===== src/rtl/round_sequencer_pkg.sv =====
// Shared types and constants for the round sequencer and its LFSR.
package round_sequencer_pkg;

  // FSM states; the encoding is exported on the debug LEDs.
  typedef enum logic [2:0] {
    IDLE  = 3'd0,
    ARM   = 3'd1,
    COUNT = 3'd2,
    GEN   = 3'd3,
    SHOW  = 3'd4,
    INPUT = 3'd5,
    PASS  = 3'd6,
    FAIL  = 3'd7
  } state_t;

  // One game symbol (button code).
  typedef logic [1:0] symbol_t;

  // Fibonacci taps 16,14,13,11 -> state bits 15,13,12,10.
  localparam logic [15:0] LFSR_TAPS = 16'hB400;

  // One LFSR step: shift left, feed the tap parity into bit 0.
  function automatic logic [15:0] lfsr_step(input logic [15:0] s);
    return {s[14:0], ^(s & LFSR_TAPS)};
  endfunction

endpackage


===== src/rtl/round_sequencer_lfsr16.sv =====
// Free-running 16-bit Fibonacci LFSR with synchronous reset to a seed.
module lfsr16
  import round_sequencer_pkg::*;
#(
  parameter logic [15:0] SEED = 16'hACE1
) (
  input  logic        clk,
  input  logic        reset,
  output logic [15:0] state
);

  // Advance every cycle outside reset so player timing stirs the sequence.
  always_ff @(posedge clk) begin
    // NOTE: sequential state uses non-blocking assignments so every register
    // samples the pre-edge values of the others, independent of block order.
    if (reset) state <= SEED;
    else       state <= lfsr_step(state);
  end

endmodule


===== src/rtl/round_sequencer.sv =====
// Game-round controller: arms the countdown, generates and presents a
// pseudo-random symbol sequence, judges the player's entries, owns the level.
module round_sequencer
  import round_sequencer_pkg::*;
#(
  parameter int          MAX_LEVEL   = 9,
  parameter int          SEQ_BASE    = 2,
  parameter int          SHOW_TICKS  = 50_000_000,
  parameter int          GAP_TICKS   = 25_000_000,
  parameter int          INPUT_TICKS = 500_000_000,
  parameter logic [15:0] LFSR_SEED   = 16'hACE1
) (
  input  logic       Clk100M,
  input  logic       Reset,
  input  logic       StartBtn,
  input  logic       DoneCounting,
  input  logic       BtnValid,
  input  logic [1:0] BtnCode,
  output logic       Start,
  output logic [3:0] CurLevel,
  output logic       ShowValid,
  output logic [1:0] ShowSymbol,
  output logic       Win,
  output logic       Lose,
  output logic [2:0] StateDbg
);

  localparam int SEQ_DEPTH = MAX_LEVEL + SEQ_BASE;
  localparam int IDX_W     = $clog2(SEQ_DEPTH);
  localparam int TICK_MAX  = (SHOW_TICKS > GAP_TICKS)
                           ? ((SHOW_TICKS > INPUT_TICKS) ? SHOW_TICKS : INPUT_TICKS)
                           : ((GAP_TICKS > INPUT_TICKS) ? GAP_TICKS : INPUT_TICKS);
  localparam int TICK_W    = $clog2(TICK_MAX + 1);

  localparam logic [TICK_W-1:0] SHOW_LAST  = TICK_W'(SHOW_TICKS - 1);
  localparam logic [TICK_W-1:0] GAP_LAST   = TICK_W'(GAP_TICKS - 1);
  localparam logic [TICK_W-1:0] INPUT_LAST = TICK_W'(INPUT_TICKS - 1);
  localparam logic [3:0]        LEVEL_TOP  = 4'(MAX_LEVEL);

  state_t            state_q, state_d;
  logic [3:0]        level_q;
  logic [IDX_W-1:0]  idx_q;
  logic [TICK_W-1:0] tick_q;
  logic              showing_q;   // 1: symbol on display, 0: blank gap
  logic              start_req_q; // StartBtn registered while IDLE
  logic              win_q, lose_q;
  logic [15:0]       lfsr_state;
  symbol_t           seq_buf [SEQ_DEPTH];

  logic [IDX_W-1:0]  last_idx;
  logic              last_entry, btn_match;

  lfsr16 #(.SEED(LFSR_SEED)) u_lfsr (
    .clk   (Clk100M),
    .reset (Reset),
    .state (lfsr_state)
  );

  assign last_idx   = IDX_W'(level_q) + IDX_W'(SEQ_BASE - 1);
  assign last_entry = (idx_q == last_idx);
  assign btn_match  = (BtnCode == seq_buf[idx_q]);

  // State register.
  always_ff @(posedge Clk100M) begin
    if (Reset) state_q <= IDLE;
    else       state_q <= state_d;
  end

  // Next-state decode.
  always_comb begin
    // NOTE: default first so every path assigns state_d and no latch is inferred.
    state_d = state_q;
    case (state_q)
      IDLE:  if (start_req_q) state_d = ARM;
      ARM:   state_d = COUNT;
      COUNT: if (DoneCounting) state_d = GEN;
      GEN:   if (last_entry) state_d = SHOW;
      SHOW:  if (!showing_q && tick_q == GAP_LAST && last_entry) state_d = INPUT;
      INPUT: begin
        // A button press wins over a timeout expiring in the same cycle.
        if (BtnValid) begin
          if (!btn_match)     state_d = FAIL;
          else if (last_entry) state_d = PASS;
        end else if (tick_q == INPUT_LAST) begin
          state_d = FAIL;
        end
      end
      PASS:    state_d = (level_q == LEVEL_TOP) ? IDLE : ARM;
      FAIL:    state_d = IDLE;
      default: state_d = IDLE;
    endcase
  end

  // Level, index, tick counters and result pulses.
  always_ff @(posedge Clk100M) begin
    if (Reset) begin
      level_q     <= 4'd1;
      idx_q       <= '0;
      tick_q      <= '0;
      showing_q   <= 1'b0;
      start_req_q <= 1'b0;
      win_q       <= 1'b0;
      lose_q      <= 1'b0;
    end else begin
      // The input register gives StartBtn -> Start a fixed two-cycle latency.
      start_req_q <= StartBtn && (state_q == IDLE);
      win_q       <= 1'b0;
      lose_q      <= 1'b0;
      case (state_q)
        ARM, COUNT: begin
          idx_q  <= '0;
          tick_q <= '0;
        end
        GEN: begin
          if (last_entry) begin
            idx_q     <= '0;
            tick_q    <= '0;
            showing_q <= 1'b1;
          end else begin
            idx_q <= idx_q + 1'b1;
          end
        end
        SHOW: begin
          if (showing_q) begin
            if (tick_q == SHOW_LAST) begin
              showing_q <= 1'b0;
              tick_q    <= '0;
            end else begin
              tick_q <= tick_q + 1'b1;
            end
          end else if (tick_q == GAP_LAST) begin
            tick_q    <= '0;
            showing_q <= !last_entry;
            idx_q     <= last_entry ? '0 : idx_q + 1'b1;
          end else begin
            tick_q <= tick_q + 1'b1;
          end
        end
        INPUT: begin
          if (BtnValid) begin
            tick_q <= '0;
            if (btn_match && !last_entry) idx_q <= idx_q + 1'b1;
          end else begin
            tick_q <= tick_q + 1'b1;
          end
        end
        PASS: begin
          if (level_q == LEVEL_TOP) begin
            level_q <= 4'd1;
            win_q   <= 1'b1;
          end else begin
            level_q <= level_q + 4'd1;
          end
        end
        FAIL: begin
          level_q <= 4'd1;
          lose_q  <= 1'b1;
        end
        default: ;
      endcase
    end
  end

  // Sequence buffer write during GEN.
  always_ff @(posedge Clk100M) begin
    // NOTE: the buffer is deliberately not reset; every entry read is written
    // in GEN first, and leaving it out of reset keeps it a plain RAM.
    if (!Reset && state_q == GEN) seq_buf[idx_q] <= lfsr_state[1:0];
  end

  assign Start      = (state_q == ARM);
  assign CurLevel   = level_q;
  assign ShowValid  = (state_q == SHOW) && showing_q;
  assign ShowSymbol = ShowValid ? seq_buf[idx_q] : 2'd0;
  assign Win        = win_q;
  assign Lose       = lose_q;
  assign StateDbg   = state_q;

endmodule


===== config.mk =====
export PLATFORM = sky130hd
export DESIGN_NAME = round_sequencer
export DESIGN_NICKNAME = d
export VERILOG_FILES = /design/src/rtl/round_sequencer_pkg.sv /design/src/rtl/round_sequencer_lfsr16.sv /design/src/rtl/round_sequencer.sv
export SDC_FILE = /design/constraint.sdc
export NUM_CORES = 1
export LEC_CHECK = 0
export ABC_AREA = 1
export BUFFER_PORTS_ARGS = -buffer_cell sky130_fd_sc_hd__buf_2
export CAP_MARGIN = 0
export CORE_UTILIZATION = 62
export CTS_CLUSTER_DIAMETER = 60
export DETAILED_ROUTE_END_ITERATION = 8
export PLACE_DENSITY = 0.92
export SETUP_SLACK_MARGIN = 0.15
export SYNTH_ARGS = -nofsm -noshare
export SYNTH_HDL_FRONTEND = slang
export SYNTH_SLANG_ARGS = --single-unit
export TNS_END_PERCENT = 30

===== constraint.sdc =====
create_clock -name Clk100M -period 2.54 [get_ports Clk100M]
set_input_delay 0.381 -clock Clk100M [delete_from_list [all_inputs] [get_ports Clk100M]]
set_output_delay 0.381 -clock Clk100M [all_outputs]
set_load 0.01 [all_outputs]

Word level (Yosys, flattened, before mapping)
Memories as Yosys holds them, arrays and structs flattened. A register that Yosys moved wholly into a read port is not among the register bits.
Index checks and enable logic that the tools add are counted.
{"block": "word_totals", "reg_bits": 60, "ramBits": 22, "output_inout_bits": 13, "elab_cells": 93, "memories": 1}
{"memory": "seq_buf", "words": 11, "width": 2, "rd": 1, "rd_clocked_by_memory_dff": 1, "write_ports": 1, "line": "round_sequencer.sv:48", "text": "symbol_t seq_buf [SEQ_DEPTH];"}
{"block": "op_classes", "add_sub_neg": 3, "eq_ne": 23, "mux": 36, "bitwise": 1, "n_reduce_logical": 20}
{"cell": "$mux W29", "n": 5}
{"cell": "$pmux W29 S4", "n": 1}
{"cell": "$mux W4", "n": 8}
{"cell": "$add A29 B1 Y29 const B", "n": 1}
{"cell": "$eq A29 B25 Y1 const B", "n": 1}
{"cell": "$eq A29 B26 Y1 const B", "n": 1}
{"cell": "$eq A29 B29 Y1 const B", "n": 1}
{"cell": "$mux W3", "n": 8}
{"cell": "$pmux W3 S8", "n": 1}
{"cell": "$ne A2 B2 Y1 const B", "n": 8}
{"cell": "$pmux W4 S4", "n": 1}
{"cell": "$reduce_xor A16 Y1", "n": 1}
{"cell": "$eq A3 B3 Y1 const B", "n": 4}
{"cell": "$mux W1", "n": 9}
{"cell": "$add A4 B1 Y4 const B", "n": 2}
{"cell": "$pmux W4 S2", "n": 1}
{"cell": "$eq A3 B2 Y1 const B", "n": 2}
{"cell": "$logic_and A1 B1 Y1", "n": 6}
{"cell": "$reduce_and A6 Y1", "n": 1}
{"cell": "$reduce_and A5 Y1", "n": 1}
{"cell": "$eq A4 B4 Y1", "n": 1}
{"cell": "$eq A4 B4 Y1 const B", "n": 1}
{"cell": "$ne A4 B4 Y1 const B", "n": 1}
{"cell": "$reduce_and A2 Y1", "n": 2}
{"cell": "11 further kinds", "n": 15}

Longest topological paths before layout
{"block": "depth", "depth_word": 9, "ltp_mapped": 15, "ltp_nobuf": 15}

Hierarchy
A second synthesis with hierarchy kept.
{"block": "hier_totals", "hier_cells": 690, "area_unflattened_um2": 4893.4}
{"module": "round_sequencer", "n_inst": 1, "cells_per_inst": 631, "area_per_inst_um2": 4390.5}
{"module": "lfsr16", "n_inst": 1, "cells_per_inst": 59, "area_per_inst_um2": 503.0}

Worst setup path after synthesis
Ideal clock, no wire load.
{"block": "synth_timing", "path_kind": "register -> register", "start": "register level_q[0], in the netlist CurLevel[0]", "end": "register tick_q[19]", "setup_ns": 0.117, "arrival_ns": 1.792, "required_time_ns": 2.423, "setup_slack_ns": 0.631, "path_stages_with_launch": 13, "path_buffers": 1, "period_less_slack_ns": 1.909, "path_cell_list": "dfxtp_1 ha_1 xor2_1 xor2_1 nor2_1 nand2_2 nand2_2 nand2_2 buf_6 nor2_1 or2_1 nand3_1 nor2_1"}
{"block": "synth_via", "elab_chain_cells": 4}
{"item": "start, declared", "line": "round_sequencer.sv:41", "text": "logic [3:0] level_q;"}
{"item": "start signal, assigned", "line": "round_sequencer.sv:152", "text": "level_q <= level_q + 4'd1;"}
{"item": "$add A4 B1 Y4", "line": "round_sequencer.sv:59", "text": "assign last_idx = IDX_W'(level_q) + IDX_W'(SEQ_BASE - 1);"}
{"item": "$eq A4 B4 Y1", "line": "round_sequencer.sv:60", "text": "assign last_entry = (idx_q == last_idx);"}
{"item": "$ne A2 B2 Y1 (no line)"}
{"item": "$reduce_and A2 Y1 (no line)"}
{"item": "end signal, assigned", "line": "round_sequencer.sv:129", "text": "tick_q <= tick_q + 1'b1;"}
{"item": "end signal, assigned", "line": "round_sequencer.sv:136", "text": "tick_q <= tick_q + 1'b1;"}
{"item": "end signal, assigned", "line": "round_sequencer.sv:144", "text": "tick_q <= tick_q + 1'b1;"}
{"item": "end, declared", "line": "round_sequencer.sv:43", "text": "logic [TICK_W-1:0] tick_q;"}
No other way between the ends.
A chain may end at the register's enable or synchronous reset.

Worst setup path after layout
{"block": "layout_timing", "start": "register state_q[2], in the netlist StateDbg[2]", "end": "output port ShowSymbol[0]"}
{"block": "layout_via", "elab_chain_cells": 3}
{"item": "start, declared", "line": "round_sequencer.sv:40", "text": "state_t state_q, state_d;"}
{"item": "start signal, assigned", "line": "round_sequencer.sv:66", "text": "else state_q <= state_d;"}
{"item": "$eq A3 B3 Y1", "line": "round_sequencer.sv:173", "text": "assign ShowValid = (state_q == SHOW) && showing_q;"}
{"item": "$logic_and A1 B1 Y1", "line": "round_sequencer.sv:173"}
{"item": "$mux W2", "line": "round_sequencer.sv:174", "text": "assign ShowSymbol = ShowValid ? seq_buf[idx_q] : 2'd0;"}
{"item": "end, declared", "line": "round_sequencer.sv:22", "text": "output logic [1:0] ShowSymbol,"}
No other way between the ends.

==> results_dict.tcl <==
set metrics [dict create \
    outcome "complete, no violations" \
    cts_tree "done" \
    synthFlopType "dfxtp_1" \
    timing.rr.end "StateDbg[0]$_SDFFE_PP0P_" \
    ant_nets 0 \
    netlist.area_leader.share_pct 26.6 \
    clkPwrFrac_pct 24.5 \
    area_growth_pct 7.57 \
    cts_hold_buf 0 \
    initial_core_util_pct 65.2 \
    hpwl_um 9080 \
    crit_arrival_ns 1.96 \
    postRouteWirelength_um 12500 \
    clkSlewWorstSetupHoldPaths_ns 0.09 \
    swShare_pct 42.4 \
    regToRegSetupSlack_ns 0.31 \
    yosysWarnings 0 \
    gp_congestion 1.01 \
    syn_area_mm2 0.00481 \
    drt_iter0_drc 545 \
    end_kind "output port" \
    finalCriticalPeriod_ns 2.34 \
    final_cell_mix "nand2_1, inv_1, nor2_1" \
    p_seq_share_pct 40.2 \
    drc 0 \
    vias 4714 \
    worstHoldEndpoint "start_req_q$_SDFF_PP0_" \
    hold_start "StartBtn" \
    clk_path_buf_depth 2 \
    ys_async_sr_fraction_pct 0 \
    grt_pass1_vias 4358 \
    setup_viol 0 \
    hold_class "in -> reg" \
    p_leak_nw 2.20 \
    syn-num-nets 692 \
    htree_levels 3 \
    fin_nets 711 \
    synth_edf_count 22 \
    synthesis.instances 678 \
    max_freq_mhz 427 \
    cts_resized 0 \
    finalHoldViolations 0 \
    fin_tns_setup_ns 0 \
    grt_use_total_pct 31.2 \
    synthTopCellsByArea "dfxtp_1, edfxtp_1, nand2_1, inv_1, nand3_1" \
    power_density_mw_per_mm2 821 \
    io_buffers 19 \
    fillers 604 \
    min_delay_path_depth 3 \
    synth_top_area_cell "dfxtp_1" \
    p_int_w 0.00245 \
    n_antenna_cell 0 \
    grt_max_degree 33 \
    root_buffer "clkbuf_8" \
    worst_r2r_path_depth 13 \
    combPwrFrac_pct 35.3 \
    ys_ff_latch 86 \
    ys_seq_area_share_pct 40.4 \
    grt_antenna_before_repair 0 \
    grt_pass1_wl_um 20300 \
    rr_startpoint "StateDbg[0]$_SDFFE_PP0P_" \
    ios 20 \
    drtPass1Iterations 7 \
    rows 31 \
    die_y_um 90.1 \
    postCtsSetupRepairBufs 0 \
    post_synth.cell_area_avg_um2 7.09 \
    post_drt_wl_per_cell_um 15.6 \
    rsz0062_at_grt "true" \
    drive_gt1_share_pct 11.3 \
    cp-start-kind "flop" \
    skew_ns 0.0147 \
    slew_violations 0 \
    slew_headroom_pct 65.3 \
    routed_via_density 5.89 \
    multi_input_area_mm2 0.00233 \
    die_w_um 90.1 \
    min_period_over_period_pct 92.3 \
    power.switching_w 0.00180 \
    grt-ovfl-total 0 \
    final_core_util_pct 70.2 \
    max_cap_violations 0 \
    coreArea_mm2 0.00737 \
    critical_path_class "reg -> out" \
    area.sequential_mm2 0.00194 \
    clkSinkCount 86 \
    cts_buffers 9 \
    die-area_mm2 0.00811 \
    worst_pin_slew_ns 0.516 \
    cp_max_fo 9 \
    required_ns 2.16 \
    clk_latency_ns 0.38 \
    final_common_cell "nand2_1" \
    ir_worst_vdd_uv 597 \
    yosysUniqueCellTypes 42 \
]
## logic make-up after synthesis
logic type / share of synthesized area (%)
AOI/OAI and AO/OA: 6.17
xor gates and xnor gates: 3.25
adders and majority gates: 1.82
buffers and inverters: 11.3
DFF: 40.4
and+or+nand+nor: 37.1
## layer usage
| layer | GRT usage (%) | up-vias | part of all wire (%) |
|---|---|---|---|
| met3 | 7.28 | 29 | 11 |
| met1 | 41.0 | 2162 | 40 |
| li1 | - | 2224 | - |
| met5 | 0 | - | 0 |
| met4 | 9.27 | 0 | 1.6 |
| met2 | 51.0 | 299 | 47 |
## state kept, by name, indices dropped and copies added, names as in the netlist, named ones only
register      cells
seq_buf          22
start_req_q       1
idx_q             4
Win               1
showing_q         1
StateDbg          3
CurLevel          4
tick_q           29
u_lfsr.state     16
Lose              1
## cell type report
type / count / share of cell area, %
Tap cell: 99 / 2.39
Inverter: 113 / 8.30
Clock inverter: 7 / 1.64
Sequential cell: 86 / 37.6
Clock buffer: 9 / 2.39
Multi-Input combinational cell: 463 / 45.1
Timing Repair Buffer: 24 / 2.56
## worst max-delay path by stage
stage,end,cells after the start,slack (ns),from
2_1_floorplan,tick_q[19]$_SDFFE_PP0P_,12,0.63,CurLevel[0]$_SDFFE_PP1P_
5_1_grt,ShowSymbol[1],7,0.07,StateDbg[2]$_SDFFE_PP0P_
3_3_place_gp,tick_q[14]$_SDFFE_PP0P_,11,0.42,CurLevel[0]$_SDFFE_PP1P_
4_1_cts,ShowSymbol[0],9,0.20,flop
6_report,ShowSymbol[0],7,0.20,StateDbg[2]$_SDFFE_PP0P_
3_5_place_dp,tick_q[14]$_SDFFE_PP0P_,13,0.31,CurLevel[1]$_SDFFE_PP0P_
## per-stage QoR
stage | power (W) | area [um2] | std cells | hold WS, ns | worst slack (ns)
final | 0.00424 | 5170 | 801 | 0.240 | 0.196
after global placement | 0.00306 | 4940 | 785 | 0.394 | 0.420
after floorplan | 0.00287 | 4810 | 678 | 0.388 | 0.631
after global routing | 0.00448 | 5170 | 801 | 0.263 | 0.0663
after detailed placement | 0.00315 | 4940 | 785 | 0.395 | 0.305
after CTS | 0.00417 | 5150 | 801 | 0.250 | 0.199
## synthesized netlist by cell type, drive strengths merged (6+ instances only)
library cell	instances
o21ai	16
o211ai	12
inv	112
ha	7
dfxtp	64
a21oi	15
nand3	66
or2	10
edfxtp	22
nor2	82
nor4	7
nand2	160
buf	10
clkbuf	6
xor2	14
nand4	23
nor3	39
## power by group through the flow
stage,clock [W],combinational (W),sequential (W)
CTS,0.00103,0.00144,0.00170
global placement,0,0.00135,0.00172
global route,0.00110,0.00166,0.00172
detailed placement,0,0.00142,0.00173
floorplan,0,0.00122,0.00165
finish,0.00104,0.00150,0.00171
## worst max-delay path, cell delays in order (launching register included)
cell and delay [ns]:
dfxtp_1 0.53, inv_2 0.09, nor2_1 0.15, nand2_1 0.16, nor2_1 0.21, inv_1 0.16, a21oi_1 0.15, buf_2 0.15
Power figures use the tool's default switching activity.
